## src/rtl/sdrc_wb_pkg.sv

```systemverilog
// Shared types for the SDRAM command tracker: command, bank state
// and error classes, plus the pin-level command decoder.
package sdrc_wb_pkg;

    typedef enum logic [2:0] {
        ACT, RD, WR, PRE, REF, MRS, BST, NOP
    } cmd_e;

    typedef enum logic [1:0] {
        IDLE, ACTIVATING, ACTIVE, PRECHARGING
    } bank_state_e;

    typedef enum logic [2:0] {
        NO_ERR    = 3'd0,
        ACT_OPEN  = 3'd1,
        TRP       = 3'd2,
        TRCD      = 3'd3,
        RW_CLOSED = 3'd4,
        REF_OPEN  = 3'd5,
        PRE_INIT  = 3'd6
    } err_e;

    // {ras_n, cas_n, we_n} to command class
    function automatic cmd_e decode_cmd(input logic [2:0] rcw);
        cmd_e c;
        unique case (rcw)
            3'b011:  c = ACT;
            3'b101:  c = RD;
            3'b100:  c = WR;
            3'b010:  c = PRE;
            3'b001:  c = REF;
            3'b000:  c = MRS;
            3'b110:  c = BST;
            default: c = NOP;
        endcase
        return c;
    endfunction

    function automatic logic is_access(input cmd_e c);
        return (c == ACT) || (c == RD) || (c == WR);
    endfunction

endpackage

```

## src/rtl/sdrc_bank_fsm.sv

```systemverilog
// One SDRAM bank: open/closed state, tRCD/tRP countdown and latched row.
// Reports its own error candidate for the command addressed to it.
module sdrc_bank_fsm
    import sdrc_wb_pkg::*;
#(
    parameter int ROW_W = 13,
    parameter int T_RCD = 3,
    parameter int T_RP  = 3
) (
    input  logic             clk,
    input  logic             rst,
    input  logic             cmd_v,
    input  cmd_e             cmd,
    input  logic [ROW_W-1:0] row,
    input  logic             init_ok,
    output bank_state_e      state,
    output logic [ROW_W-1:0] open_row,
    output err_e             err
);

    localparam int TMAX = (T_RCD > T_RP) ? T_RCD : T_RP;
    localparam int TW   = $clog2(TMAX + 1);
    localparam logic [TW-1:0] RCD_LD = TW'(T_RCD - 1);
    localparam logic [TW-1:0] RP_LD  = TW'(T_RP - 1);
    localparam logic [TW-1:0] ONE    = TW'(1);

    bank_state_e      st_q, st_d;
    logic [TW-1:0]    tmr_q, tmr_d;
    logic [ROW_W-1:0] row_q, row_d;
    logic             go;

    always_comb begin
        err = NO_ERR;
        if (cmd_v) begin
            unique case (cmd)
                ACT: begin
                    if (st_q == ACTIVATING || st_q == ACTIVE)
                        err = ACT_OPEN;
                    else if (st_q == PRECHARGING)
                        err = TRP;
                end
                RD, WR: begin
                    if (st_q == ACTIVATING)
                        err = TRCD;
                    else if (st_q != ACTIVE)
                        err = RW_CLOSED;
                end
                default: ;
            endcase
        end
    end

    // An illegal or pre-init command leaves the bank untouched
    assign go = cmd_v && (err == NO_ERR) && (init_ok || cmd == PRE);

    always_comb begin
        st_d  = st_q;
        tmr_d = tmr_q;
        row_d = row_q;
        unique case (st_q)
            IDLE: begin
                if (go && cmd == ACT) begin
                    row_d = row;
                    if (T_RCD == 1) begin
                        st_d = ACTIVE;
                    end else begin
                        st_d  = ACTIVATING;
                        tmr_d = RCD_LD;
                    end
                end
            end
            ACTIVATING, ACTIVE: begin
                if (go && cmd == PRE) begin
                    if (T_RP == 1) begin
                        st_d  = IDLE;
                        tmr_d = '0;
                    end else begin
                        st_d  = PRECHARGING;
                        tmr_d = RP_LD;
                    end
                end else if (st_q == ACTIVATING) begin
                    if (tmr_q <= ONE) begin
                        st_d  = ACTIVE;
                        tmr_d = '0;
                    end else begin
                        tmr_d = tmr_q - ONE;
                    end
                end
            end
            PRECHARGING: begin
                if (tmr_q <= ONE) begin
                    st_d  = IDLE;
                    tmr_d = '0;
                end else begin
                    tmr_d = tmr_q - ONE;
                end
            end
        endcase
    end

    always_ff @(posedge clk or posedge rst) begin
        if (rst) begin
            st_q  <= IDLE;
            tmr_q <= '0;
            row_q <= '0;
        end else begin
            st_q  <= st_d;
            tmr_q <= tmr_d;
            row_q <= row_d;
        end
    end

    assign state    = st_q;
    assign open_row = row_q;

endmodule

```

## src/rtl/sdrc_cmd_tracker.sv

```systemverilog
// Whitebox SDRAM command tracker: decodes pin commands, tracks every
// bank, flags protocol violations and counts command classes.
module sdrc_cmd_tracker
    import sdrc_wb_pkg::*;
#(
    parameter int SDR_BANKS = 4,
    parameter int ROW_W     = 13,
    parameter int T_RCD     = 3,
    parameter int T_RP      = 3,
    parameter int CNT_W     = 16,
    localparam int BA_W     = $clog2(SDR_BANKS)
) (
    input  logic                       sdram_clk,
    input  logic                       sdram_reset,
    input  logic                       sdr_cke,
    input  logic                       sdr_cs_n,
    input  logic                       sdr_ras_n,
    input  logic                       sdr_cas_n,
    input  logic                       sdr_we_n,
    input  logic [BA_W-1:0]            sdr_ba,
    input  logic [12:0]                sdr_addr,
    input  logic                       sdr_init_done,
    input  logic                       cnt_clr,
    output logic [SDR_BANKS-1:0]       bank_open,
    output logic [SDR_BANKS*ROW_W-1:0] open_row,
    output logic [CNT_W-1:0]           cnt_act,
    output logic [CNT_W-1:0]           cnt_rd,
    output logic [CNT_W-1:0]           cnt_wr,
    output logic [CNT_W-1:0]           cnt_pre,
    output logic [CNT_W-1:0]           cnt_ref,
    output logic                       err_valid,
    output logic [2:0]                 err_code,
    output logic [BA_W-1:0]            err_bank,
    output logic                       err_sticky
);

    localparam logic [CNT_W-1:0] CNT_ONE = CNT_W'(1);

    logic             v_q, a10_q, init_q, clr_q;
    cmd_e             cmd_q;
    logic [BA_W-1:0]  ba_q;
    logic [ROW_W-1:0] row_q;

    // Pins are registered first; all decisions use the captured command
    always_ff @(posedge sdram_clk or posedge sdram_reset) begin
        if (sdram_reset) begin
            v_q    <= 1'b0;
            cmd_q  <= NOP;
            ba_q   <= '0;
            row_q  <= '0;
            a10_q  <= 1'b0;
            init_q <= 1'b0;
            clr_q  <= 1'b0;
        end else begin
            v_q    <= sdr_cke & ~sdr_cs_n;
            cmd_q  <= decode_cmd({sdr_ras_n, sdr_cas_n, sdr_we_n});
            ba_q   <= sdr_ba;
            row_q  <= sdr_addr[ROW_W-1:0];
            a10_q  <= sdr_addr[10];
            init_q <= sdr_init_done;
            clr_q  <= cnt_clr;
        end
    end

    bank_state_e          bst  [SDR_BANKS];
    err_e                 berr [SDR_BANKS];
    logic [SDR_BANKS-1:0] hit;

    for (genvar b = 0; b < SDR_BANKS; b++) begin : g_bank
        assign hit[b] = v_q &&
            (ba_q == BA_W'(b) || (cmd_q == PRE && a10_q));

        sdrc_bank_fsm #(
            .ROW_W (ROW_W),
            .T_RCD (T_RCD),
            .T_RP  (T_RP)
        ) u_fsm (
            .clk      (sdram_clk),
            .rst      (sdram_reset),
            .cmd_v    (hit[b]),
            .cmd      (cmd_q),
            .row      (row_q),
            .init_ok  (init_q),
            .state    (bst[b]),
            .open_row (open_row[b*ROW_W +: ROW_W]),
            .err      (berr[b])
        );

        assign bank_open[b] = (bst[b] == ACTIVE);
    end

    logic            busy;
    logic [BA_W-1:0] low;

    always_comb begin
        busy = 1'b0;
        low  = '0;
        for (int b = SDR_BANKS - 1; b >= 0; b--) begin
            if (bst[b] != IDLE) begin
                busy = 1'b1;
                low  = BA_W'(b);
            end
        end
    end

    err_e            err_d;
    logic [BA_W-1:0] eb_d;

    always_comb begin
        err_d = NO_ERR;
        eb_d  = '0;
        if (v_q) begin
            if (is_access(cmd_q) && !init_q) begin
                err_d = PRE_INIT;
                eb_d  = ba_q;
            end else if (cmd_q == REF && busy) begin
                err_d = REF_OPEN;
                eb_d  = low;
            end else if (is_access(cmd_q)) begin
                err_d = berr[ba_q];
                eb_d  = ba_q;
            end
        end
    end

    logic [4:0]       inc;
    logic [CNT_W-1:0] cnt_q [5];

    assign inc = {v_q && cmd_q == REF,
                  v_q && cmd_q == PRE,
                  v_q && cmd_q == WR,
                  v_q && cmd_q == RD,
                  v_q && cmd_q == ACT};

    always_ff @(posedge sdram_clk or posedge sdram_reset) begin
        if (sdram_reset) begin
            for (int i = 0; i < 5; i++)
                cnt_q[i] <= '0;
            err_valid  <= 1'b0;
            err_code   <= 3'd0;
            err_bank   <= '0;
            err_sticky <= 1'b0;
        end else begin
            for (int i = 0; i < 5; i++) begin
                if (clr_q)
                    cnt_q[i] <= '0;
                else if (inc[i] && cnt_q[i] != '1)
                    cnt_q[i] <= cnt_q[i] + CNT_ONE;
            end
            err_valid <= (err_d != NO_ERR);
            err_code  <= err_d;
            err_bank  <= eb_d;
            if (clr_q)
                err_sticky <= 1'b0;
            else if (err_d != NO_ERR)
                err_sticky <= 1'b1;
        end
    end

    assign cnt_act = cnt_q[0];
    assign cnt_rd  = cnt_q[1];
    assign cnt_wr  = cnt_q[2];
    assign cnt_pre = cnt_q[3];
    assign cnt_ref = cnt_q[4];

endmodule

```

## config.mk

```make
export PLATFORM = sky130hd
export DESIGN_NAME = sdrc_cmd_tracker
export DESIGN_NICKNAME = d
export VERILOG_FILES = /design/src/rtl/sdrc_wb_pkg.sv /design/src/rtl/sdrc_bank_fsm.sv /design/src/rtl/sdrc_cmd_tracker.sv
export SDC_FILE = /design/constraint.sdc
export NUM_CORES = 1
export LEC_CHECK = 0
export CAP_MARGIN = 20
export CORE_MARGIN = 5
export CORE_UTILIZATION = 55
export CTS_CLUSTER_SIZE = 30
export DETAILED_ROUTE_END_ITERATION = 12
export DONT_BUFFER_PORTS = 1
export GPL_TIMING_DRIVEN = 0
export PLACE_DENSITY = 0.67
export SLEW_MARGIN = 20
export SYNTH_ARGS = -nofsm -noshare
export SYNTH_HDL_FRONTEND = slang
export SYNTH_HIERARCHICAL = 1
export SYNTH_SLANG_ARGS = --single-unit
```

## constraint.sdc

```tcl
create_clock -name sdram_clk -period 10.3 [get_ports sdram_clk]
set_input_delay 1.545 -clock sdram_clk [delete_from_list [all_inputs] [get_ports sdram_clk]]
set_output_delay 1.545 -clock sdram_clk [all_outputs]
set_load 0.05 [all_outputs]
```

==> results.json <==
{
  "timing.final.crit_period_ns": 3.25,
  "grt-ovfl-total": 0,
  "port_buffers": 0,
  "required_ns": 8.76,
  "crit_arrival_ns": 1.71,
  "clk_pin_slew_ns": 0.08,
  "grt_max_degree": 81,
  "power.density_nw_per_um2": 201,
  "setup_violations": 0,
  "insertion_delay_ns": 0.43,
  "hp-class": "register to register",
  "first_pass_iters": 5,
  "cts_max_level": 4,
  "period_share": 0.316,
  "syn_avg_cell_area_um2": 11.0,
  "place_area_um2": 9370,
  "grt_pass1_vias": 6549,
  "die_h_um": 138,
  "synthesis.area_um2": 9060,
  "routabilityCongestion": 0.903,
  "cts_setup_buffers": 0,
  "num_vias": 6451,
  "fill_cells": 1346,
  "placementRows": 47,
  "wirelength_um": 21400,
  "fin_setup_tns_ns": 0,
  "final_area_um2": 9970,
  "cts.sink_count": 176,
  "cts_buffers": 17,
  "netlist.area_leader.share": 0.478,
  "synthCells": 823,
  "antenna_found_initial": 1,
  "crit_path_start_kind": "register",
  "cts_hold_buf": 0,
  "worst_path_max_delay_cell": "nor2b_1",
  "cts_tree": "built",
  "fin_cells": 1076,
  "clk_path_buf_depth": 2,
  "die_w_um": 138,
  "outcome": "complete, no violations",
  "p_leak_nw": 4.46,
  "slew_viol_final": 0,
  "drive_gt1_frac": 0.162,
  "final.setup.worst_slack_ns": 7.05,
  "wl_per_cell_um": 19.9,
  "syn_nets": 872,
  "tightest_slew_ns": 0.983,
  "fmax_mhz": 308,
  "grt_pass1_wl_um": 35100,
  "die-area_um2": 19100,
  "whs_ns": 0.536,
  "vias_per_cell": 6.00,
  "synth_cell_type_count": 65,
  "synth_edf_count": 0,
  "io_pins": 167,
  "synthArstFlopShare": 1.00,
  "ant_nets": 0,
  "hold_violations": 0,
  "dp_hpwl_um": 15400,
  "coreArea_um2": 16300,
  "dp_slack_ns": 7.22,
  "cp_top_family": "simple AND/OR/NAND/NOR gates",
  "critPathKind": "register to primary output",
  "dp_cells": 1044,
  "cp-end-kind": "primary output",
  "synth-seq-cells": 176,
  "ys.warnings.count": 6,
  "initial_core_util": 0.554,
  "crit_chain": "nor2b_1",
  "max-slew-margin-rel": 0.343,
  "final_util": 0.610,
  "cts-root-buf": "clkbuf_16",
  "antenna_cells": 0,
  "grtUsageTotal": 0.224,
  "crit_buf_inv": 0,
  "yosysTopAreaCell": "dfrtp_1",
  "max_stage_delay_ns": 0.79,
  "synth_flop_cell": "dfrtp_1",
  "areaGrowthSynthToFinish_pct": 10.1,
  "worstPathMaxFanout": 6,
  "rsz0062_at_grt": "no",
  "ir_worst_vdd_mv": 0.172,
  "nets": 892,
  "drtIter0Drc": 374,
  "yosysSeqAreaShare": 0.486,
  "cap_violations": 0,
  "skew_ns": 0.00749,
  "finalPower_mw": 2.01,
  "synthTopCellsByArea": "dfrtp_1 (48%), mux2_4 (6.6%), xnor2_1 (4.5%)",
  "ctsResizeCount": 0,
  "remaining_drc_errors": 0
}
where the power goes:
part	switching [mW]	internal (mW)
Sequential	0.150	0.747
Combinational	0.264	0.197
Clock	0.319	0.332
Total	0.733	1.28
layout make-up:
class	instances	area, µm²	area share
Clock inverter	15	179	0.0179
Multi-Input combinational cell	588	4340	0.435
Clock buffer	17	425	0.0426
Inverter	34	133	0.0133
Timing Repair Buffer	1	27.5	0.00276
Buffer	25	190	0.0191
Tap cell	220	275	0.0276
Sequential cell	176	4410	0.442
logic make-up after synthesis:
family,after synthesis,share of synthesized area
DFF,176,0.486
buffers and inverters,59,0.0351
and+or+nand+nor,319,0.195
AOI/OAI and AO/OA,107,0.0791
muxes,73,0.108
adders and majority gates,26,0.0356
xor gates and xnor gates,63,0.0609
state kept, by name, summed over array words and instances (netlist names):
register	count
g_bank.u_fsm/open_row	52
cnt_act	16
cnt_pre	16
cnt_rd	16
cnt_ref	16
cnt_wr	16
row_q	13
g_bank.u_fsm/state	8
g_bank.u_fsm/tmr_q	8
cmd_q	3
err_code	3
ba_q	2
err_bank	2
clr_q	1
err_sticky	1
err_valid	1
init_q	1
v_q	1
synthesized netlist by cell type, types with 16 or more instances:
cell and count:
a21oi_1 36, clkbuf_1 16, dfrtp_1 173, ha_1 25, inv_1 34, mux2_2 20
mux2_4 40, nand2_1 45, nand3_1 33, nand4_1 27, nor2_1 98, nor3_1 21
xnor2_1 47, xor2_1 16
cell usage in the layout (no fill, tap or decap), types with 17 or more instances in the layout:
master and instances:
mux2_4 40, a21oi_1 36, nand3_1 33, mux2_2 20, nor3_1 21, nand4_1 27, clkbuf_16 17, xnor2_1 47
dfrtp_1 173, nand2_1 45, inv_1 33, ha_1 25, nor2_1 98
per-layer routing:
metal / part of all wire / global-route usage
met5: 0.00051 / 0
met4: 0.014 / 0.0588
met3: 0.085 / 0.0905
met2: 0.50 / 0.376
met1: 0.40 / 0.269
final timing paths:
path	from	endpoint	slack, ns	cells past startpoint
hold / removal	g_bank[0].u_fsm/tmr_q[1]	g_bank[0].u_fsm/tmr_q[1]	0.54	1
setup reg to reg	cmd_q[2]	err_sticky	7.17	10
min in group asynchronous	sdram_reset	row_q[2]	0.94	1
setup / recovery	g_bank[1].u_fsm/state[1]	bank_open[1]	7.05	1
hold reg to reg	g_bank[0].u_fsm/tmr_q[1]	g_bank[0].u_fsm/tmr_q[1]	0.54	1
max in group asynchronous	sdram_reset	g_bank[1].u_fsm/open_row[1]	8.60	1
No activity file was read; power rests on OpenSTA's default activity.
